<file path="src/rtl/riscv_pipe_pkg.sv">
// Shared types and constants for the pipeline hazard controller.
package riscv_pipe_pkg;

  typedef enum logic [1:0] {
    ST_RUN        = 2'd0,
    ST_LOAD_STALL = 2'd1,
    ST_MEM_WAIT   = 2'd2,
    ST_ERR        = 2'd3
  } pipe_state_e;

  localparam logic [4:0] REG_X0   = 5'd0;
  localparam int         ST_CNT_W = 3;

  function automatic logic is_load_use(input logic mem_read, input logic [4:0] rd,
                                       input logic [4:0] rs1, input logic [4:0] rs2);
    return mem_read && (rd != REG_X0) && ((rd == rs1) || (rd == rs2));
  endfunction

endpackage

</file>
<file path="src/rtl/hazard_watchdog.sv">
// Memory-wait watchdog: counts unready cycles, flags expiry at MEM_TIMEOUT (0 = never).
module hazard_watchdog #(
  parameter int MEM_TIMEOUT = 255
) (
  input  logic clk,
  input  logic rst_n,
  input  logic i_start,
  input  logic i_run,
  input  logic i_clear,
  output logic o_expired
);

  localparam int WD_W = (MEM_TIMEOUT < 1) ? 1 : $clog2(MEM_TIMEOUT + 1);

  logic [WD_W-1:0] r_wd_cnt;

  always_ff @(posedge clk or negedge rst_n) begin
    if (!rst_n) begin
      r_wd_cnt <= '0;
    end else if (i_clear) begin
      r_wd_cnt <= '0;
    end else if (i_start) begin
      r_wd_cnt <= WD_W'(1);
    end else if (i_run && (r_wd_cnt != {WD_W{1'b1}})) begin
      r_wd_cnt <= r_wd_cnt + WD_W'(1);
    end
  end

  assign o_expired = (MEM_TIMEOUT != 0) && (r_wd_cnt == WD_W'(MEM_TIMEOUT));

endmodule

</file>
<file path="src/rtl/pipeline_hazard_ctrl.sv">
// Stall/flush sequencer for the 5-stage pipeline: load-use bubbles, branch flush, memory freeze.
// Optional HAZARD_PERF_EN adds Stall_Cnt/Flush_Cnt performance counters.
module pipeline_hazard_ctrl
  import riscv_pipe_pkg::*;
#(
  parameter int LOAD_USE_STALLS = 1,
  parameter int MEM_TIMEOUT     = 255
) (
  input  logic        clk,
  input  logic        rst_n,
  input  logic [4:0]  IFID_Rs1,
  input  logic [4:0]  IFID_Rs2,
  input  logic [4:0]  IDEX_Rd,
  input  logic        IDEX_MemRead,
  input  logic        Branch_Taken,
  input  logic        Mem_Req,
  input  logic        Mem_Ready,
  input  logic        Err_Clear,
  output logic        PCWrite,
  output logic        IFID_Write,
  output logic        IFID_Flush,
  output logic        IDEX_Write,
  output logic        EXMEM_Write,
  output logic        Ctrl,
  output logic        Mem_Timeout
`ifdef HAZARD_PERF_EN
  ,
  output logic [31:0] Stall_Cnt,
  output logic [31:0] Flush_Cnt
`endif
);

  localparam logic [ST_CNT_W-1:0] ST_LOAD = ST_CNT_W'(LOAD_USE_STALLS - 1);

  pipe_state_e         r_state, w_next_state;
  pipe_state_e         r_ret, w_next_ret;
  logic [ST_CNT_W-1:0] r_st_cnt, w_next_st_cnt;

  logic w_hazard, w_memwait;
  logic w_pc_write, w_ifid_write, w_ifid_flush, w_idex_write, w_exmem_write, w_ctrl, w_timeout;
  logic w_wd_start, w_wd_run, w_wd_clear, w_wd_expired;

  assign w_hazard  = is_load_use(IDEX_MemRead, IDEX_Rd, IFID_Rs1, IFID_Rs2);
  assign w_memwait = Mem_Req & ~Mem_Ready;

  always_ff @(posedge clk or negedge rst_n) begin
    if (!rst_n) begin
      r_state  <= ST_RUN;
      r_ret    <= ST_RUN;
      r_st_cnt <= '0;
    end else begin
      r_state  <= w_next_state;
      r_ret    <= w_next_ret;
      r_st_cnt <= w_next_st_cnt;
    end
  end

  always_comb begin
    w_next_state  = r_state;
    w_next_ret    = r_ret;
    w_next_st_cnt = r_st_cnt;
    w_pc_write    = 1'b1;
    w_ifid_write  = 1'b1;
    w_ifid_flush  = 1'b0;
    w_idex_write  = 1'b1;
    w_exmem_write = 1'b1;
    w_ctrl        = 1'b0;
    w_timeout     = 1'b0;
    w_wd_start    = 1'b0;
    w_wd_run      = 1'b0;
    w_wd_clear    = 1'b0;
    case (r_state)
      ST_RUN: begin
        if (w_memwait) begin
          {w_pc_write, w_ifid_write, w_idex_write, w_exmem_write} = 4'b0000;
          w_next_state = ST_MEM_WAIT;
          w_next_ret   = ST_RUN;
          w_wd_start   = 1'b1;
        end else if (Branch_Taken) begin
          // The hazard's consumer sits in IF/ID and is flushed, so no bubble is needed.
          w_ifid_flush = 1'b1;
          w_ctrl       = 1'b1;
        end else if (w_hazard) begin
          w_pc_write   = 1'b0;
          w_ifid_write = 1'b0;
          w_ctrl       = 1'b1;
          if (LOAD_USE_STALLS > 1) begin
            w_next_state  = ST_LOAD_STALL;
            w_next_st_cnt = ST_LOAD;
          end
        end
      end
      ST_LOAD_STALL: begin
        if (w_memwait) begin
          {w_pc_write, w_ifid_write, w_idex_write, w_exmem_write} = 4'b0000;
          w_next_state = ST_MEM_WAIT;
          w_next_ret   = ST_LOAD_STALL;
          w_wd_start   = 1'b1;
        end else begin
          w_pc_write   = 1'b0;
          w_ifid_write = 1'b0;
          w_ctrl       = 1'b1;
          if (r_st_cnt == ST_CNT_W'(1)) begin
            w_next_state  = ST_RUN;
            w_next_st_cnt = '0;
          end else begin
            w_next_st_cnt = r_st_cnt - ST_CNT_W'(1);
          end
        end
      end
      ST_MEM_WAIT: begin
        // Freeze holds on the completing cycle too; the access retires on the next edge.
        {w_pc_write, w_ifid_write, w_idex_write, w_exmem_write} = 4'b0000;
        if (!w_memwait) begin
          w_next_state = r_ret;
          w_wd_clear   = 1'b1;
        end else if (w_wd_expired) begin
          w_next_state = ST_ERR;
        end else begin
          w_wd_run = 1'b1;
        end
      end
      ST_ERR: begin
        {w_pc_write, w_ifid_write, w_idex_write, w_exmem_write} = 4'b0000;
        w_ctrl    = 1'b1;
        w_timeout = 1'b1;
        if (Err_Clear) begin
          w_next_state  = ST_RUN;
          w_next_ret    = ST_RUN;
          w_next_st_cnt = '0;
          w_wd_clear    = 1'b1;
        end
      end
      default: w_next_state = ST_RUN;
    endcase
  end

  hazard_watchdog #(.MEM_TIMEOUT(MEM_TIMEOUT)) u_watchdog (
    .clk      (clk),
    .rst_n    (rst_n),
    .i_start  (w_wd_start),
    .i_run    (w_wd_run),
    .i_clear  (w_wd_clear),
    .o_expired(w_wd_expired)
  );

  // Reset forces the pipeline quiescent with a bubble selected, without waiting for a clock.
  assign PCWrite     = rst_n & w_pc_write;
  assign IFID_Write  = rst_n & w_ifid_write;
  assign IFID_Flush  = rst_n & w_ifid_flush;
  assign IDEX_Write  = rst_n & w_idex_write;
  assign EXMEM_Write = rst_n & w_exmem_write;
  assign Ctrl        = ~rst_n | w_ctrl;
  assign Mem_Timeout = rst_n & w_timeout;

`ifdef HAZARD_PERF_EN
  logic [31:0] r_stall_cnt, r_flush_cnt;

  always_ff @(posedge clk or negedge rst_n) begin
    if (!rst_n) begin
      r_stall_cnt <= '0;
      r_flush_cnt <= '0;
    end else begin
      if (!w_pc_write && (r_state != ST_ERR)) r_stall_cnt <= r_stall_cnt + 32'd1;
      if (w_ifid_flush)                       r_flush_cnt <= r_flush_cnt + 32'd1;
    end
  end

  assign Stall_Cnt = r_stall_cnt;
  assign Flush_Cnt = r_flush_cnt;
`endif

endmodule

</file>
<file path="config.mk">
export PLATFORM = sky130hd
export DESIGN_NAME = pipeline_hazard_ctrl
export DESIGN_NICKNAME = d
export VERILOG_FILES = /design/src/rtl/riscv_pipe_pkg.sv /design/src/rtl/hazard_watchdog.sv /design/src/rtl/pipeline_hazard_ctrl.sv
export SDC_FILE = /design/constraint.sdc
export NUM_CORES = 1
export LEC_CHECK = 0
export ABC_CLOCK_PERIOD_IN_PS = 5430
export BUFFER_PORTS_ARGS = -buffer_cell sky130_fd_sc_hd__clkbuf_2
export CORE_MARGIN = 3
export CORE_UTILIZATION = 53
export CTS_CLUSTER_SIZE = 8
export DETAILED_ROUTE_END_ITERATION = 16
export PLACE_DENSITY = 0.79
export REMOVE_ABC_BUFFERS = 1
export SLEW_MARGIN = 15
export SYNTH_ARGS = -nofsm -noshare
export SYNTH_HDL_FRONTEND = slang
export SYNTH_HIERARCHICAL = 1
export SYNTH_SLANG_ARGS = --single-unit
export TNS_END_PERCENT = 20
</file>
<file path="constraint.sdc">
create_clock -name clk -period 5.43 [get_ports clk]
set_input_delay 0.2715 -clock clk [delete_from_list [all_inputs] [get_ports clk]]
set_output_delay 0.2715 -clock clk [all_outputs]
set_load 0.01 [all_outputs]
</file>
Word level (Yosys, flattened, before mapping)
Index checks and enable logic that the tools add are counted.

word-level totals
  bits of input ports = 22
  memories = 0
  latch bits = 0
  ROM bits = 0
  bits in writable memories = 0
  flip-flop bits (word level) = 15

operators by class
  $mul = 0
  div/mod/pow operators = 0
  mux-type cells = 38
  add/sub/neg operators = 2
  reduce and logical (&&, ||, !) cells = 15
  bitwise operators = 8
  magnitude comparators = 0
  equality and inequality tests = 14
  shift-type cells = 0

operators by type and width
  kind                                                                     count
  8-bit two-way mux                                                        3
  1-bit two-way mux                                                        17
  2-bit two-way mux                                                        8
  5-bit equality test                                                      2
  3-bit two-way mux                                                        3
  8-bit by 1-bit adder with 8-bit output, second input constant            1
  8-bit equality test, second input constant                               1
  2-bit inequality test, second input constant                             4
  8-bit inequality test, second input constant                             1
  2-bit one-hot mux with 4 select lines                                    1
  4-bit AND reduction                                                      2
  1-bit one-hot mux with 2 select lines                                    3
  2-bit one-hot mux with 3 select lines                                    1
  3-bit one-hot mux with 2 select lines                                    1
  3-bit nonzero test                                                       2
  1-bit AND                                                                5
  5-bit nonzero test                                                       1
  2-bit equality test, second input constant                               2
  2-bit OR reduction                                                       2
  3-bit by 1-bit equality test with 1-bit output, second input constant    1
  1-bit logical AND                                                        3
  3-bit by 2-bit inequality test with 1-bit output, second input constant  1
  3-bit inequality test, second input constant                             1
  1-bit one-hot mux with 3 select lines                                    1
  other kinds (9)                                                          10

Depth between registers and ports, before layout
  depth in word-level cells = 8
  depth in mapped cells = 8

Cells and area by module
The synthesis kept the hierarchy.

modules (own cells, without submodules)
  module                seq. area each (sq um)  instances  cells each  area each (sq um)
  pipeline_hazard_ctrl  150.1                   1          70          585.6
  hazard_watchdog       200.2                   1          50          506.7

Worst setup path before layout
OpenSTA, ideal clock, no wires.

  path kind = register -> register
  start = register u_watchdog.r_wd_cnt[0]
  end = register u_watchdog.r_wd_cnt[5]
  stages on the path, launching flop included = 9
  path buffers = 1
  arrival time = 1,898 ps
  required time = 5,351 ps
  setup slack = 3,453 ps
  cells stage by stage = dfrtp_1 ha_1 nand3_1 nor2_1 nor3b_1 buf_4 nand4_4 a2111oi_4 mux2i_1

on the way
  word-level cells in the longest chain between the ends = 6
  elaborated cells on any way between the ends = 11
  those cells by class = 1 x add/sub; 2 x eq/ne; 6 x mux; 2 x reduce/logical

RTL lines
  item                                 RTL line                     text
  start: declaration                   hazard_watchdog.sv:15        logic [WD_W-1:0] r_wd_cnt;
  start signal: assignment             hazard_watchdog.sv:25        r_wd_cnt <= r_wd_cnt + WD_W'(1);
  8-bit equality test                  hazard_watchdog.sv:29        assign o_expired = (MEM_TIMEOUT != 0) && (r_wd_cnt == WD_W'(MEM_TIMEOUT));
  net w_wd_expired                     pipeline_hazard_ctrl.sv:41   logic w_wd_start, w_wd_run, w_wd_clear, w_wd_expired;
  1-bit two-way mux                    pipeline_hazard_ctrl.sv:117  end else if (w_wd_expired) begin
  1-bit two-way mux                    pipeline_hazard_ctrl.sv:114  if (!w_memwait) begin
  1-bit two-way mux                    pipeline_hazard_ctrl.sv:72   case (r_state)
  net w_wd_run                         pipeline_hazard_ctrl.sv:41
  1-bit logical AND                    hazard_watchdog.sv:24        end else if (i_run && (r_wd_cnt != {WD_W{1'b1}})) begin
  3-bit nonzero test (no source line)  n/a

The timed path passes the listed nets, and every way through them passes these cells. The select of a mux whose other input is x is not followed.
A chain may end at the register's enable or synchronous reset.

Worst setup path after layout
Same ends and word-level chain as after synthesis.

==> results.sh <==
export IMPL_status="finished clean"
export IMPL_rows=15
export IMPL_detail_route_iter0_violations=26
export IMPL_antenna_found_initial=0
export IMPL_hold_class="input pin to flip-flop"
export IMPL_crit_chain="ha_1 > nand3_1 > nor2_1 > nor3b_1 > nand4_4 > a2111oi_4 > mux2i_1"
export IMPL_setup_slack_ns=2.67
export IMPL_cellLeakagePower_uw=0.000561
export IMPL_cts_clk_slew_worst_paths_ns=0.09
export IMPL_gp_congestion=0.837
export IMPL_cts_tree="built"
export IMPL_clock_skew_ns=0.00173
export IMPL_drtAntennaViolNets=0
export IMPL_synth_main_ff_cell="dfrtp_1"
export IMPL_cp_required_ns=5.65
export IMPL_n_antenna_cell=0
export IMPL_drc=0
export IMPL_async_flop_share_pct=100
export IMPL_cts_inserted_buffers=3
export IMPL_r2r_slack_ns=2.67
export IMPL_fin_crit_ns=2.76
export IMPL_dp_hpwl_mm=1.89
export IMPL_grt_usage_pct=19.6
export IMPL_p_clk_share_pct=23.1
export IMPL_synth_cell_types=45
export IMPL_switching_share_pct=34.7
export IMPL_drive_gt1_share_pct=29.3
export IMPL_ys_ff_latch=14
export IMPL_synth_top_area_share_pct=32.1
export IMPL_grt_pass1_vias=950
export IMPL_clockBufferDepth=2
export IMPL_numPortBuffers=28
export IMPL_worstPathMaxFanout=8
export IMPL_cp_slowest_cell="nor3b_1"
export IMPL_cts_root_buffer="clkbuf_4"
export IMPL_worst_pin_slew_ns=1.09
export IMPL_grt_overflow=0
export IMPL_worstReg2RegStart="u_watchdog/r_wd_cnt[0]$_DFFE_PN0P_"
export IMPL_slew_headroom_pct=27.0
export IMPL_cp_start_kind="flip-flop"
export IMPL_drt_wl_total_mm=2.42
export IMPL_critPathLaunch="u_watchdog/r_wd_cnt[0]$_DFFE_PN0P_"
export IMPL_synthesis_area_um2=1090
export IMPL_io_pins=29
export IMPL_wl_met2_mm=1.19
export IMPL_drtPass1Iterations=5
export IMPL_num_vias=989
export IMPL_endpoint_kind="flip-flop"
export IMPL_setup_tns_ns=0
export IMPL_yosysSeqAreaShare_pct=32.1
export IMPL_die_area_um2=2640
export IMPL_synth_top_area_cell="dfrtp_1"
export IMPL_nets=173
export IMPL_combinationalPowerShare_pct=33.5
export IMPL_vias_per_cell=5.75
export IMPL_placeableCoreArea_um2=1840
export IMPL_period_share_pct=50.8
export IMPL_initial_core_util_pct=59.4
export IMPL_p_int_uw=218
export IMPL_rsz0062_at_grt="false"
export IMPL_met3_length_um=106
export IMPL_synth_enable_flop_cells=0
export IMPL_ys_top_cells_by_area="dfrtp_1 32%, xnor2_1 4.8%, ha_1 3.4%, nand2_1 3.4%, a21oi_1 3.2%"
export IMPL_seqPwrFrac_pct=43.3
export IMPL_p_switching_uw=116
export IMPL_cts_resized=0
export IMPL_hp_start="Err_Clear"
export IMPL_hold_viol=0
export IMPL_cts_max_level=1
export IMPL_avgSynthCellArea_um2=9.10
export IMPL_max_stage_delay_ns=0.89
export IMPL_die_width_um=51.4
export IMPL_max_freq_ghz=0.362
export IMPL_grt_first_pass_wirelength_mm=3.89
export IMPL_p_per_area_nw_per_um2=262
export IMPL_ys_warn_count=6
export IMPL_top_layer_used="met4"
export IMPL_areaGrowthSynthToFinish_pct=16.7
export IMPL_setup_viol=0
export IMPL_fp_dieH_um=51.4
export IMPL_place_ws_ns=2.73
export IMPL_cts_sinks=14
export IMPL_clk_latency_ns=0.29
export IMPL_worstPathArrival_ns=2.98
export IMPL_cap_violations=0
export IMPL_path_class="flip-flop to flip-flop"
export IMPL_cts_setup_buffers=0
export IMPL_peakVddDrop_v=0.000252
export IMPL_grt_max_degree=19
export IMPL_wl_met1_mm=1.09
export IMPL_synthCells=120
export IMPL_wl_per_cell_um=14.1
export IMPL_final_max_slew_violation_count=0
==> flip-flops by register name (all words and copies together) (netlist names) <==
name / count
r_st_cnt: 3
r_state: 2
r_ret: 1
u_watchdog/r_wd_cnt: 8
==> critical path, delay by kind of cell (launching register included) <==
| kind | cells | cell delay (ns) |
|---|---|---|
| adders and majority gates | 1 | 0.29 |
| and+or+nand+nor | 4 | 1.33 |
| DFF | 1 | 0.45 |
| muxes | 1 | 0.22 |
| AOI/OAI and AO/OA | 1 | 0.39 |
==> worst paths after layout <==
path	endpoint	cells after the start
max	u_watchdog/r_wd_cnt[5]$_DFFE_PN0P_	7
min	r_state[1]$_DFFE_PN0P_	2
min in group asynchronous	u_watchdog/r_wd_cnt[2]$_DFFE_PN0P_	2
max in group asynchronous	r_ret[0]$_DFFE_PN0P_	2
max reg2reg	u_watchdog/r_wd_cnt[5]$_DFFE_PN0P_	7
min reg2reg	r_st_cnt[1]$_DFFE_PN0P_	1
==> layout by cell type, fill, tap and decap left out, types with 2 or more instances in the layout <==
cell,instances
ha_1,3
nand3_1,5
nor2b_1,3
clkbuf_2,28
o21a_1,2
o21ai_0,3
a21oi_1,7
dfrtp_1,14
xor2_1,4
a211oi_1,4
inv_1,5
clkbuf_4,3
mux2i_1,3
xnor2_1,6
nor2_1,6
and3_1,2
nand4_1,3
nand2b_1,4
nor3_1,6
nand2_1,10
==> power by group through the flow <==
stage                     Combinational (uW)  Sequential, uW  Clock (uW)
after floorplan                         78.9             141           0
after global placement                   106             145           0
after detailed placement                 113             146           0
after CTS                                114             144        79.5
after global routing                     127             148        82.8
final                                    112             145        77.3
==> kinds of logic (layout without fill, tap and decap cells) <==
family                   Yosys count  after routing  synth area share (%)
AND/OR/NAND/NOR                   50             50                  27.1
AO/OA/AOI/OAI                     28             28                  20.6
XOR/XNOR                          10             10                  8.02
adder cells (fa/ha/maj)            3              3                  3.44
flip-flops                        14             14                  32.1
buffers and inverters             11             38                  4.93
multiplexers                       4              4                  3.78
==> layout make-up <==
type,instances,area [um2]
fillers,158,564
multi-input cells,95,688
flip-flops and latches,14,350
well taps,25,31.3
repair buffers,29,150
clock buffers,4,36.3
inverters,5,18.8
==> through the flow <==
| step | power, uW | instances | utilization (%) | cell area [um2] | hold WS [ns] |
|---|---|---|---|---|---|
| 2_1_floorplan | 220 | 114 | - | 1060 | -0.0241 |
| 3_3_place_gp | 251 | 167 | 66.8 | 1230 | 0.220 |
| 3_5_place_dp | 259 | 167 | 66.8 | 1230 | 0.217 |
| 4_1_cts | 338 | 172 | 69.3 | 1270 | 0.206 |
| 5_1_grt | 358 | 172 | 69.3 | 1270 | 0.226 |
| 6_report | 334 | 172 | 69.3 | 1270 | 0.210 |
==> Yosys cell counts (all sizes together) (2+ instances only) <==
| cell type | number |
|---|---|
| nor3b | 2 |
| ha | 3 |
| xor2 | 4 |
| nand2b | 5 |
| mux2i | 3 |
| buf | 4 |
| o21a | 2 |
| nand4 | 4 |
| xnor2 | 6 |
| o21ai | 3 |
| clkbuf | 2 |
| a211oi | 4 |
| a2111oi | 2 |
| dfrtp | 14 |
| nand2 | 10 |
| nor2b | 3 |
| nand3 | 5 |
| nor3 | 6 |
| nor2 | 6 |
| and3 | 3 |
| inv | 5 |
| a21oi | 7 |
==> repair_timing <==
action                     4_1_cts  5_1_grt
hold endpoints to repair        14        0
setup endpoints to repair        0        0
hold buffers                     1        0
==> routing by layer <==
metal	up-vias	track usage, %
met1	461	22.5
met2	30	36.0
met5	-	0
met4	0	6.55
met3	5	3.50
li1	493	-
No activity file was read; power rests on OpenSTA's default activity.
